===== config.mk =====
export PLATFORM = sky130hd
export DESIGN_NAME = foo_x_capture
export DESIGN_NICKNAME = d
export VERILOG_FILES = /design/src/rtl/foo_x_capture.sv
export SDC_FILE = /design/constraint.sdc
export NUM_CORES = 1
export LEC_CHECK = 0
export BUFFER_PORTS_ARGS = -buffer_cell sky130_fd_sc_hd__buf_2
export CAP_MARGIN = 20
export CORE_ASPECT_RATIO = 1.4
export CORE_UTILIZATION = 50
export DETAILED_ROUTE_END_ITERATION = 16
export PLACE_DENSITY = 0.68
export SETUP_SLACK_MARGIN = 0.5
export SLEW_MARGIN = 0
export SYNTH_ARGS = -nofsm -noshare
export SYNTH_HDL_FRONTEND = slang
export SYNTH_SLANG_ARGS = --single-unit

===== constraint.sdc =====
create_clock -name clk -period 7.4 [get_ports clk]
set_clock_uncertainty 0.15 [all_clocks]
set_input_delay 0.37 -clock clk [delete_from_list [all_inputs] [get_ports clk]]
set_output_delay 0.37 -clock clk [all_outputs]
set_load 0.02 [all_outputs]

===== src/rtl/foo_x_capture.sv =====
// Capture stage behind the foo wrapper: samples x_in, stamps it with a cycle counter,
// and queues it in a first-word-fall-through FIFO that drains over valid/ready.
module foo_x_capture #(
  parameter int DATA_W      = 32,
  parameter int DEPTH       = 8,
  parameter int TS_W        = 16,
  parameter bit CHANGE_ONLY = 1'b1
) (
  input  logic                         clk,
  input  logic                         rst,
  input  logic                         clear,
  input  logic                         cap_en,
  input  logic [DATA_W-1:0]            x_in,
  output logic                         out_valid,
  input  logic                         out_ready,
  output logic [DATA_W-1:0]            out_data,
  output logic [TS_W-1:0]              out_ts,
  output logic [$clog2(DEPTH+1)-1:0]   count,
  output logic                         overflow,
  output logic [15:0]                  drop_cnt
);

  localparam int PTR_W = $clog2(DEPTH);
  localparam int CNT_W = $clog2(DEPTH+1);
  localparam logic [CNT_W-1:0] FULL_CNT = CNT_W'(DEPTH);

  logic [TS_W-1:0]   ts;
  logic [DATA_W-1:0] last_x;
  logic              first;
  logic [PTR_W-1:0]  wr_ptr;
  logic [PTR_W-1:0]  rd_ptr;
  logic [DATA_W-1:0] mem_x  [DEPTH];
  logic [TS_W-1:0]   mem_ts [DEPTH];

  logic empty;
  logic full;
  logic req;
  logic pop;
  logic push;
  logic drop;

  assign empty = (count == '0);
  assign full  = (count == FULL_CNT);
  assign req   = cap_en && (!CHANGE_ONLY || first || (x_in != last_x));
  assign pop   = out_valid && out_ready;
  // A full FIFO still accepts a push when the head leaves in the same cycle.
  assign push  = req && !clear && (!full || pop);
  assign drop  = req && !clear && full && !pop;

  always_ff @(posedge clk or posedge rst) begin
    if (rst) ts <= '0;
    else     ts <= ts + 1'b1;
  end

  always_ff @(posedge clk or posedge rst) begin
    if (rst) begin
      wr_ptr   <= '0;
      rd_ptr   <= '0;
      count    <= '0;
      overflow <= 1'b0;
      drop_cnt <= '0;
      last_x   <= '0;
      first    <= 1'b1;
    end else if (clear) begin
      wr_ptr   <= '0;
      rd_ptr   <= '0;
      count    <= '0;
      overflow <= 1'b0;
      drop_cnt <= '0;
      first    <= 1'b1;
      if (cap_en) last_x <= x_in;
    end else begin
      if (push) wr_ptr <= wr_ptr + 1'b1;
      if (pop)  rd_ptr <= rd_ptr + 1'b1;
      if (push && !pop)      count <= count + 1'b1;
      else if (pop && !push) count <= count - 1'b1;
      if (drop) begin
        overflow <= 1'b1;
        if (drop_cnt != 16'hFFFF) drop_cnt <= drop_cnt + 1'b1;
      end
      if (cap_en) begin
        last_x <= x_in;
        first  <= 1'b0;
      end
    end
  end

  always_ff @(posedge clk) begin
    if (push) begin
      mem_x[wr_ptr]  <= x_in;
      mem_ts[wr_ptr] <= ts;
    end
  end

  assign out_valid = !empty;
  assign out_data  = empty ? '0 : mem_x[rd_ptr];
  assign out_ts    = empty ? '0 : mem_ts[rd_ptr];

endmodule


# Word level (Yosys, flattened, before mapping)

Memory sizes are Yosys's and may differ from the RTL's.
Cells that the tools add are included.

Eq/ne operators: 3
Bitwise operators: 0
$mul: 0
$add $sub $neg: 6
Div/mod/pow operators: 0
Reduce and logical (&&, ||, !) cells: 23
Multiplexer cells: 18
Order comparisons: 0
Shift-type cells: 0

Operators by type and width:

| kind                                                                | number |
|---|---|
| 16-bit two-way mux                                                  | 4 |
| 16-bit by 1-bit adder with 16-bit output (second input constant)    | 2 |
| 32-bit two-way mux                                                  | 1 |
| 32-bit != test                                                      | 1 |
| 16-bit != test (second input constant)                              | 1 |
| 3-bit two-way mux                                                   | 4 |
| 4-bit two-way mux                                                   | 3 |
| 2-bit nonzero test                                                  | 5 |
| 1-bit logical AND                                                   | 8 |
| 3-bit by 1-bit adder with 3-bit output (second input constant)      | 2 |
| 1-bit two-way mux                                                   | 6 |
| 1-bit logical NOT                                                   | 5 |
| 4-bit by 1-bit adder with 4-bit output (second input constant)      | 1 |
| 4-bit == test (second input constant)                               | 1 |
| 4-bit logical NOT                                                   | 1 |
| 4-bit by 1-bit subtractor with 4-bit output (second input constant) | 1 |
| 3-bit nonzero test                                                  | 1 |
| 1-bit logical OR                                                    | 2 |
| 2-bit AND reduction                                                 | 1 |

Bits in registers: 76
Bits in writable memories: 384
Bits in latches: 0
Memory bits (read-only): 0
Memories: 2

Memory list:

| name   | depth | bits a word | read ports | clocked after memory_dff | wr ports | RTL line | RTL |
|---|---|---|---|---|---|---|---|
| mem_x  | 8     | 32          | 1          | 0                        | 1        | 32       | `logic [DATA_W-1:0] mem_x [DEPTH];` |
| mem_ts | 8     | 16          | 1          | 0                        | 1        | 33       | `logic [TS_W-1:0] mem_ts [DEPTH];` |

# Depth between registers and ports, before layout

Gate-level depths: netlist of the first run.

Depth after elaboration: 10
Gate-level depth with buffers: 14

# Least setup slack after synthesis of the first run

OpenSTA, ideal clock, no wires.

Path kind: input to register
Start: input port cap_en
End: memory mem_ts[1][0] (enable)
Path buffers: 1
Cell stages on the path: 5
Arrival: 4648 ps
Slack: 2089 ps
Cell sequence: clkbuf_1 -> o41ai_4 -> nor2_1 -> nand2_1 -> nor3_1

Longest elaborated chain between the ends: 5

Ends and longest elaborated chain:

| item                                    | RTL line | RTL |
|---|---|---|
| start: declaration                      | 12       | `input logic cap_en,` |
| 1-bit logical AND                       | 44       | `assign req = cap_en && (!CHANGE_ONLY \|\| first \|\| (x_in != last_x));` |
| 1-bit logical AND (2 in series)         | 47       | `assign push = req && !clear && (!full \|\| pop);` |
| 1-bit two-way mux                       | 89       | `if (push) begin` |
| 1-bit two-way mux (not written as such) | 91       | `mem_ts[wr_ptr] <= ts;` |
| end: declaration                        | 33       |  |

Every way passes these cells.

# Worst setup path after layout of the first run

Start: input port x_in[7]
End: register count[3]

Longest elaborated chain between the ends: 8
Elaborated cells on any way between the ends: 11
Classes of those cells: eq/ne (1); mux (2); reduce/logical (8)

Ends and longest elaborated chain:

| item                                                           | RTL line | RTL |
|---|---|---|
| start: declaration                                             | 13       | `input logic [DATA_W-1:0] x_in,` |
| 32-bit != test (*)                                             | 44       |  |
| 1-bit logical OR (*)                                           | 44       |  |
| 1-bit logical AND (*)                                          | 44       |  |
| 1-bit logical AND (*) (2 in series)                            | 47       |  |
| 1-bit logical AND / 1-bit logical NOT (equally long branches)  | 75, 76   |  |
| 4-bit two-way mux / 1-bit logical AND (equally long branches)  | 75, 76   |  |
| 4-bit two-way mux / 3-bit nonzero test (equally long branches) | -        |  |
| end signal: assignment                                         | 75       | `if (push && !pop) count <= count + 1'b1;` |
| end signal: assignment                                         | 76       | `else if (pop && !push) count <= count - 1'b1;` |
| end: declaration                                               | 18       | `output logic [$clog2(DEPTH+1)-1:0] count,` |

Mark *: on every way between the ends. The rest lies on a longest branch, timed or not.
A chain may end at the register's enable or synchronous reset.

==> out/qor.csv, run 1 <==
stage,metric,value,unit
clocking,cts_root_buf,clkbuf_16,
worst_setup_path,crit_chain,"dlygate4sd3_1, buf_2, xor2_1, nor4_1, nand2_1, o41ai_4, buf_4, nor2_1, nand2_1, ha_1, a21o_1, a21oi_1, and3_1, mux2i_1, o32a_1, a21oi_1",
synth,synth_cell_types,45,
place,gp_congestion,0.757,
grt,antenna_found_initial,2,
worst_setup_path,slowest_delay,600,ps
power,power,0.00663,W
timing,fin_tns_setup,0,ps
timing,post-route-period-util,0.530,
synth,synth_cells,957,
clocking,clk_latency,540,ps
synth,synth-warning-count,0,
timing,hold_viol,0,
outcome,status,finished clean,
clocking,cts_tree,yes,
timing,setup_violations,0,
layout,drive_gt1_frac,0.288,
worst_setup_path,r2r_start,last_x[3],
timing,rsz0062_at_grt,no,
synth,synth_flop_cell,edfxtp_1,
floorplanning,die_width,164,µm
floorplanning,row_count,82,
synth,synth_area,18300,µm²
detailed_routing,routedWlPerCell,22.5,µm
layout,fill_cells,2670,
layout,area_growth,14.9,%
timing,clock.fmax,255,MHz
grt,first_global_vias,9562,
detailed_routing,final_antenna_net_count,0,
worst_setup_path,crit_path_end_kind,flop,
detailed_routing,drc,0,
clocking,path_clk_slew,60,ps
worst_setup_path,worstPathMaxFanout,19,
floorplanning,core-area,35900,µm²
layout,finalNonFillerCells,1600,
power,p_leak,7.24,nW
layout,nets,1147,
layout,final_common_cell,edfxtp_1,
timing,maxSlewViolCount,0,
detailed_routing,drtIter0Drc,752,
grt,met3_usage,0.0349,
grt,grt_first_pass_wirelength,55800,µm
min_path,hold_class,in2reg,
detailed_routing,vias,9189,
detailed_routing,firstDrtPassIters,5,
timing,worstMarginPinSlew,1130,ps
grt,grt_overflow_total,0,
timing,period_minus_slack,3920,ps
synth,ys_seq_area_frac,0.735,
synth,ys_seq_elements,460,
synth,avgSynthCellArea,19.1,µm²
layout,mostFrequentLayoutCells,"384 x edfxtp_1, 106 x buf_2, 96 x mux4_2",
floorplanning,die_height,228,µm
timing,relSlewSlack,0.246,
grt,grtUsageMet1,0.271,
power,p_per_area,316,nW/µm²
grt,grt_start_max_net_pins,64,
run,maxCapViolCount,0,
place,dp.cells,1495,
layout,multiInputGateArea,4670,µm²
worst_setup_path,required,7700,ps
worst_setup_path,cp-startpoint,x_in[7],
clocking,htreeDepth,2,
grt,busiest_layer,met2,
power,ir_drop,0.000311,V
clocking,cts.path.max_buffers,3,
place,io_buffers,106,
floorplanning,die_area,37300,µm²
clocking,cts_resized,0,
place,place_hpwl,19300,µm
clocking,cts_made_buffers,43,
floorplanning,start_util,0.509,
worst_setup_path,path_class,in2reg,
grt,grt_use_total,0.200,
clocking,cts.sinks,460,
synth,synth-edff-count,384,
worst_setup_path,crit_slowest_cell,nor4_1,
detailed_routing,drt-vias-per-instance,5.74,
detailed_routing,finalWirelength,36000,µm
worst_setup_path,crit_path_start_kind,input pin,
floorplanning,ios,107,
layout,seq_area,13400,µm²
worst_setup_path,arrival,4220,ps
synth,synth_nets,1001,
synth,async_reset_ff_frac,0.165,
min_path,min-delay-start,x_in[16],
grt,grt_use_met2,0.336,
critical path, delay by kind of cell:
kind / cells / cell delay [ps]
AO/OA/AOI/OAI: 5 / 1070
adder cells (fa/ha/maj): 1 / 240
multiplexers: 1 / 60
XOR/XNOR: 1 / 150
buffers and inverters: 3 / 1020
AND/OR/NAND/NOR: 5 / 1300
layer usage:
layer	part of all wire	wire (µm)	up-vias
met5	0.00047	17	-
met4	0.017	609	2
met3	0.048	1730	50
li1	-	-	4066
met2	0.52	18600	223
met1	0.42	15100	4848
cell type report:
class	count	share of cell area
Antenna cell	1	0.000119
Sequential cell	460	0.640
Clock inverter	25	0.00786
Clock buffer	54	0.0571
Multi-Input combinational cell	440	0.223
Inverter	13	0.00238
Timing Repair Buffer	145	0.0422
Tap cell	462	0.0275
worst paths after layout:
kind                            slack (ps)  depth (start not counted)      endpoint
worst max-delay path                  3480                         16      count[3]
worst min-delay path                    10                          1  mem_x[6][16]
worst max register to register        3650                         14      count[3]
worst min register to register         360                          2      overflow
max in group asynchronous             5710                          4     rd_ptr[2]
min in group asynchronous              180                          3         ts[9]
what timing repair did:
action | 4_1_cts | 5_1_grt
setup buffers | 0 | 0
endpoints found under the hold margin | 197 | 0
hold buffers | 25 | 0
sequential cells by signal, summed over array words and instances (netlist names):
signal,count
mem_x,256
mem_ts,128
last_x,32
drop_cnt,16
ts,16
count,4
rd_ptr,3
wr_ptr,3
first,1
overflow,1
synth_stat cells (all sizes together) (2+ instances only):
cell,count,area (µm²)
nand4,6,37.5
nor4,8,50.1
mux2i,55,551
dfrtp,75,1880
a21oi,9,45.0
nor2,83,312
nand2b,2,12.5
mux4,96,2160
nor2b,4,25.0
or3,4,25.0
xor2,32,280
buf,17,72.6
or4,2,15.0
and3,3,18.8
o31ai,2,15.0
nand2,19,71.3
inv,13,48.8
a21o,2,15.0
ha,6,75.1
edfxtp,384,11500
mux2,31,349
or2,2,12.5
clkbuf,27,101
and4,2,17.5
o21ai,7,38.8
xnor2,23,201
nor3,12,60.1
nand3,18,90.1
cell families after synthesis:
group,Yosys count,synth area share
AOI/OAI and AO/OA,27,0.0104
xor gates and xnor gates,55,0.0264
adders and majority gates,7,0.00520
buffers and inverters,57,0.0122
DFF,460,0.735
muxes,182,0.168
and+or+nand+nor,169,0.0431
where the power goes:
part / switching [W] / leakage, nW / total (W) / internal, W
registers: 0.000111 / 4.54 / 0.00298 / 0.00287
logic: 0.000885 / 2.03 / 0.00153 / 0.000642
clock network: 0.000902 / 0.673 / 0.00212 / 0.00122
total: 0.00190 / 7.24 / 0.00663 / 0.00473
stage by stage:
step | worst slack [ps] | utilization | hold WS [ps] | cell area (µm²)
2_1_floorplan | 2090 | - | 319 | 18300
3_3_place_gp | 3460 | 0.540 | 190 | 19400
3_5_place_dp | 3390 | 0.540 | 198 | 19400
4_1_cts | 3410 | 0.585 | 2.57 | 21000
5_1_grt | 3170 | 0.585 | 7.59 | 21000
6_report | 3480 | 0.585 | 12.8 | 21000
No activity file was read; power rests on OpenSTA's default activity.
==> run 2, diff against run 1 <==
--- a/config.mk
+++ b/config.mk
@@ -10,7 +10,7 @@
 export CORE_ASPECT_RATIO = 1.4
 export CORE_UTILIZATION = 50
 export DETAILED_ROUTE_END_ITERATION = 16
-export PLACE_DENSITY = 0.68
+export PLACE_DENSITY = 0.7
 export SETUP_SLACK_MARGIN = 0.5
 export SLEW_MARGIN = 0
 export SYNTH_ARGS = -nofsm -noshare
==> constraint.sdc (replaced) <==
create_clock -name clk -period 3.2 [get_ports clk]
set_clock_uncertainty 0.15 [all_clocks]
set_input_delay 0.16 -clock clk [delete_from_list [all_inputs] [get_ports clk]]
set_output_delay 0.16 -clock clk [all_outputs]
set_load 0.02 [all_outputs]
==> run 2 against run 1 <==
Against the previous run: worst setup slack lost 3400 ps; sequential cell count unchanged; sequential power up 130%; cell count rose by 11%; register-to-register slack worse by 3600 ps; largest power group unchanged; via count increased by 18%; combinational power rose to 3.5 times the previous value; clock power up 150%; critical path depth fell by 3; critical endpoint is now mem_x[3][28]; global-route usage grew 7.1 points; highest routed layer unchanged; sequential share of layout area is 9.3 points lower; largest cell class unchanged.
==> out/qor.csv, run 2 (synthesized netlist as in run 1, its figures left out) <==
stage,metric,value,unit
detailed_routing,top_layer,met5,
floorplanning,row_count,82,
clocking,path_clk_slew,70,ps
layout,drive_gt1_frac,0.410,
floorplanning,ios,107,
detailed_routing,final_antenna_net_count,0,
detailed_routing,drt-vias-per-instance,6.11,
layout,area_growth,34.3,%
worst_setup_path,cp_top_family,buffers and inverters,
outcome,status,finished clean,
layout,mostFrequentLayoutCells,"384 x edfxtp_1, 96 x mux4_2, 92 x buf_2",
floorplanning,die_width,164,µm
power,ir_drop,0.000587,V
worst_setup_path,path_class,reg2reg,
clocking,cts_root_buf,clkbuf_16,
floorplanning,start_util,0.509,
detailed_routing,drtIter0Drc,1098,
floorplanning,die_height,228,µm
layout,top_regs,"mem_x x256, mem_ts x128, last_x x32",
grt,grt_use_total,0.272,
worst_setup_path,crit_top_cell,buf_6,
layout,largest_register,mem_x,
timing,hold-worst-slack,109,ps
floorplanning,die_area,37300,µm²
layout,largest_register_ffs,256,
grt,grt_overflow_total,0,
min_path,hold_class,in2async,
power,power,0.0174,W
grt,antenna_found_initial,3,
worst_setup_path,crit_slowest_cell,or4b_4,
worst_setup_path,crit_buf_inv,6,
clocking,htreeDepth,2,
detailed_routing,routedWlPerCell,29.8,µm
worst_setup_path,worstPathMaxFanout,7,
layout,final_common_cell,edfxtp_1,
layout,nets,1327,
place,place_hpwl,22100,µm
detailed_routing,drc,0,
place,io_buffers,106,
clocking,cts_made_buffers,42,
detailed_routing,route.met2.wl,27500,µm
timing,relSlewSlack,0.354,
grt,grt_first_pass_wirelength,72000,µm
timing,period_minus_slack,3170,ps
worst_setup_path,crit_path_end_kind,flop,
detailed_routing,finalWirelength,53100,µm
timing,worstMarginPinSlew,969,ps
detailed_routing,firstDrtPassIters,5,
timing,clock.fmax,316,MHz
timing,hold_viol,0,
worst_setup_path,crit_path_start_kind,flop,
power,p_per_area,708,nW/µm²
floorplanning,core-area,35900,µm²
clocking,cts.sinks,460,
place,gp_congestion,0.757,
timing,setup_violations,0,
detailed_routing,vias,10900,
power,p_leak,8.78,nW
grt,grt_start_max_net_pins,77,
clocking,clk_latency,560,ps
worst_setup_path,slowest_delay,500,ps
layout,fill_cells,2152,
worst_setup_path,arrival,3330,ps
worst_setup_path,required,3360,ps
grt,first_global_vias,11000,
detailed_routing,wl_met1,18300,µm
detailed_routing,wl_met3,4070,µm
run,maxCapViolCount,0,
timing,rsz0062_at_grt,yes,
worst_setup_path,crit_chain,"xor2_1, a21oi_1, or4b_4, o41ai_4, nor2_2, buf_4, buf_6, buf_6, nand3_4, buf_6, nor2_4, buf_12, buf_16",
clocking,cts.path.max_buffers,3,
timing,maxSlewViolCount,0,
timing,post-route-period-util,0.989,
layout,final_core_util,0.684,
clocking,cts_tree,yes,
==> run 2: path summary, 6_finish.rpt <==
| check | start | to | slack (ps) | cells after the start |
|---|---|---|---|---|
| worst max-delay path | last_x[11] | mem_x[3][28] | 30 | 13 |
| worst min-delay path | rst | ts[11] | 110 | 4 |
| worst max register to register | last_x[11] | mem_x[3][28] | 30 | 13 |
| worst min register to register | overflow | overflow | 370 | 2 |
| max in group asynchronous | rst | first | 2090 | 5 |
| min in group clk | cap_en | last_x[21] | 160 | 3 |
==> run 2: worst min-delay path, cell delays in order <==
cell           delay, ps
dlygate4sd3_1        530
buf_2                120
clkinv_2              30
buf_4                420
==> run 2: metal layers <==
layer,vias up,GRT usage
li1,4467,-
met1,5633,0.337
met2,616,0.463
met3,164,0.0436
met4,2,0.128
met5,-,0
==> run 2: cell type report <==
class / count / area, µm² / area share
flip-flops and latches: 460 / 13400 / 0.548
well taps: 462 / 578 / 0.0235
clock buffers: 57 / 1190 / 0.0485
clock inverters: 19 / 223 / 0.00907
diodes: 3 / 7.51 / 0.000306
inverters: 13 / 50.0 / 0.00204
repair buffers: 319 / 4010 / 0.163
multi-input cells: 447 / 5040 / 0.206
==> run 2: stage by stage <==
step                area (µm²)  setup slack, ps  cells  TNS [ps]
floorplan                18300              112    957         0
global placement         19800              100   1524         0
detailed placement       19800             58.4   1524         0
CTS                      23500             96.2   1733         0
global route             24500            -37.0   1779     -37.0
finish                   24500             33.9   1780         0
==> run 2: power by group <==
group | leakage, nW | switching [W] | total (W) | internal [W]
logic | 3.56 | 0.00279 | 0.00536 | 0.00257
registers | 4.54 | 0.000144 | 0.00679 | 0.00664
clock network | 0.677 | 0.00223 | 0.00525 | 0.00302
==> run 2: what timing repair did <==
item                                    in CTS  in global routing
endpoints found under the setup margin     396                444
pin swaps                                   18                 36
endpoints found under the hold margin      381                  0
gates cloned                                43                 13
resized for setup                          107                 94
hold buffers                                35                  0
setup buffers                               55                 30
==> run 3, diff against run 2 <==
--- a/config.mk
+++ b/config.mk
@@ -8,9 +8,10 @@
 export BUFFER_PORTS_ARGS = -buffer_cell sky130_fd_sc_hd__buf_2
 export CAP_MARGIN = 20
 export CORE_ASPECT_RATIO = 1.4
-export CORE_UTILIZATION = 50
+export CORE_UTILIZATION = 55
 export DETAILED_ROUTE_END_ITERATION = 16
-export PLACE_DENSITY = 0.7
+export MAX_ROUTING_LAYER = met4
+export PLACE_DENSITY = 0.76
 export SETUP_SLACK_MARGIN = 0.5
 export SLEW_MARGIN = 0
 export SYNTH_ARGS = -nofsm -noshare
==> run 3 against run 2 <==
Against the previous run: sequential share of layout area up 3.5 points; global-route usage grew 0.59 points; via count is 6.2% lower; design area fell by 6.0%; core utilization increased by 2.4 points; non-clock buffer count down 55; critical path type unchanged; critical path depth is the same; register-to-register slack worse by 20 ps; clock-buffer cell count is 8 higher; first-iteration DRC count increased by 1.5%; cell count decreased by 4.3%; worst hold slack lost 55 ps.
==> out/qor.csv, run 3 (synthesized netlist as in run 1, its figures left out) <==
stage,metric,value,unit
worst_setup_path,path_class,reg2reg,
layout,fin_area,23100,µm²
floorplanning,die_height,218,µm
timing,maxSlewViolCount,0,
place,gp_congestion,0.745,
worst_setup_path,required,3370,ps
clocking,path_clk_slew,70,ps
layout,top_regs,"mem_x x256, mem_ts x128, last_x x32",
grt,grt_use_total,0.277,
layout,final_common_cell,edfxtp_1,
grt,antenna_found_initial,3,
worst_setup_path,arrival,3360,ps
detailed_routing,firstDrtPassIters,5,
floorplanning,core-area,32600,µm²
detailed_routing,final_antenna_net_count,0,
clocking,htreeDepth,2,
grt,first_global_vias,10600,
worst_setup_path,reg2reg_depth,13,
floorplanning,die_width,156,µm
place,dp.cells,1507,
layout,drive_gt1_frac,0.361,
power,p_per_area,692,nW/µm²
outcome,status,finished clean,
timing,clock.fmax,314,MHz
timing,rsz0062_at_grt,yes,
floorplanning,die_area,34000,µm²
run,maxCapViolCount,0,
place,place_hpwl,21900,µm
power,ir_drop,0.000614,V
clocking,cts_tree,yes,
clocking,cts.path.max_buffers,3,
layout,largest_register_ffs,256,
grt,grt_overflow_total,0,
clocking,clk_latency,560,ps
worst_setup_path,crit_path_end_kind,flop,
timing,relSlewSlack,0.258,
worst_setup_path,worstPathMaxFanout,6,
layout,mostFrequentLayoutCells,"384 x edfxtp_1, 106 x buf_2, 96 x mux4_2",
place,io_buffers,106,
timing,post-route-period-util,0.996,
detailed_routing,drt-vias-per-instance,5.99,
layout,finalNonFillerCells,1704,
worst_setup_path,crit_path_start_kind,flop,
layout,final_core_util,0.708,
detailed_routing,routedWlPerCell,26.9,µm
power,p_leak,8.15,nW
timing,fin_tns_setup,0,ps
grt,grt_first_pass_wirelength,65600,µm
timing,hold-worst-slack,53.6,ps
layout,nets,1271,
floorplanning,start_util,0.561,
clocking,cts_root_buf,clkbuf_16,
min_path,hold_class,in2async,
layout,area_growth,26.3,%
layout,largest_register,mem_x,
layout,fill_cells,1938,
detailed_routing,vias,10200,
grt,grt_start_max_net_pins,49,
timing,hold_viol,0,
clocking,cts_made_buffers,41,
timing,setup_violations,0,
detailed_routing,finalWirelength,45900,µm
floorplanning,ios,107,
place,dpl_cell_area,19900,µm²
detailed_routing,drc,0,
timing,worstMarginPinSlew,1110,ps
detailed_routing,drtIter0Drc,1114,
clocking,cts.sinks,460,
timing,period_minus_slack,3190,ps
floorplanning,row_count,78,
## run 3: changes by cell type in the layout (fill, tap and decap cells not counted), moves of 5 or more
cell	before	now
nor2_2	7	0
mux2i_1	46	53
buf_16	41	14
mux2i_2	7	1
clkbuf_1	10	15
buf_2	92	106
buf_12	39	31
buf_4	52	40
clkbuf_16	56	50
buf_8	13	5
nor2_1	71	77
buf_6	35	22
## run 3: report_power, final
part / total (W) / internal, W / switching [W]
clock: 0.00489 / 0.00275 / 0.00214
sequential: 0.00681 / 0.00664 / 0.000169
combinational: 0.00426 / 0.00188 / 0.00238
## run 3: final timing paths
check | from | to | slack (ps)
max | last_x[7] | mem_ts[5][7] | 10
min | rst | last_x[10] | 50
max reg2reg | last_x[7] | mem_ts[5][7] | 10
min reg2reg | overflow | overflow | 350
max in group asynchronous | rst | first | 2050
min in group clk | cap_en | last_x[21] | 120
## run 3: routing by layer
metal / vias to the layer above / part of all wire / GRT usage
met1: 5293 / 0.37 / 0.333
met2: 494 / 0.53 / 0.466
met4: 0 / 0.034 / 0.121
li1: 4332 / - / -
met5: - / 0 / -
met3: 88 / 0.070 / 0.0447
## run 3: final cells by class
cell class,count,area (µm²),area share
sequential,460,13400,0.583
multi-input combinational,447,4870,0.211
timing repair buffer,264,2820,0.122
clock buffer,65,1240,0.0537
tap,440,551,0.0239
clock inverter,11,85.1,0.00369
inverter,13,50.0,0.00217
antenna,4,10.0,0.000434
## run 3: timing repair
item                                   CTS  global route
endpoints found under the hold margin  329             0
gates cloned                            22             8
hold buffers                            35             0
pin swaps                               13            15
resized for setup                       51            29
setup buffers                           42            10
setup endpoints to repair              376           421
## run 3: critical path, cell delays in order (launching register included)
cell,delay [ps]
dfrtp_1,390
xor2_1,180
nor4_1,400
nand2_1,200
o41ai_4,300
buf_4,200
nor2_4,40
buf_4,160
buf_4,150
nand2_4,80
buf_6,110
nor3_4,60
buf_12,230
bufbuf_16,280
## run 3: per-stage QoR
stage,setup WS [ps],power [W]
floorplan,112,0.00949
global placement,37.6,0.0107
detailed placement,-44.1,0.0108
CTS,83.9,0.0159
global route,-141,0.0165
finish,12.3,0.0160
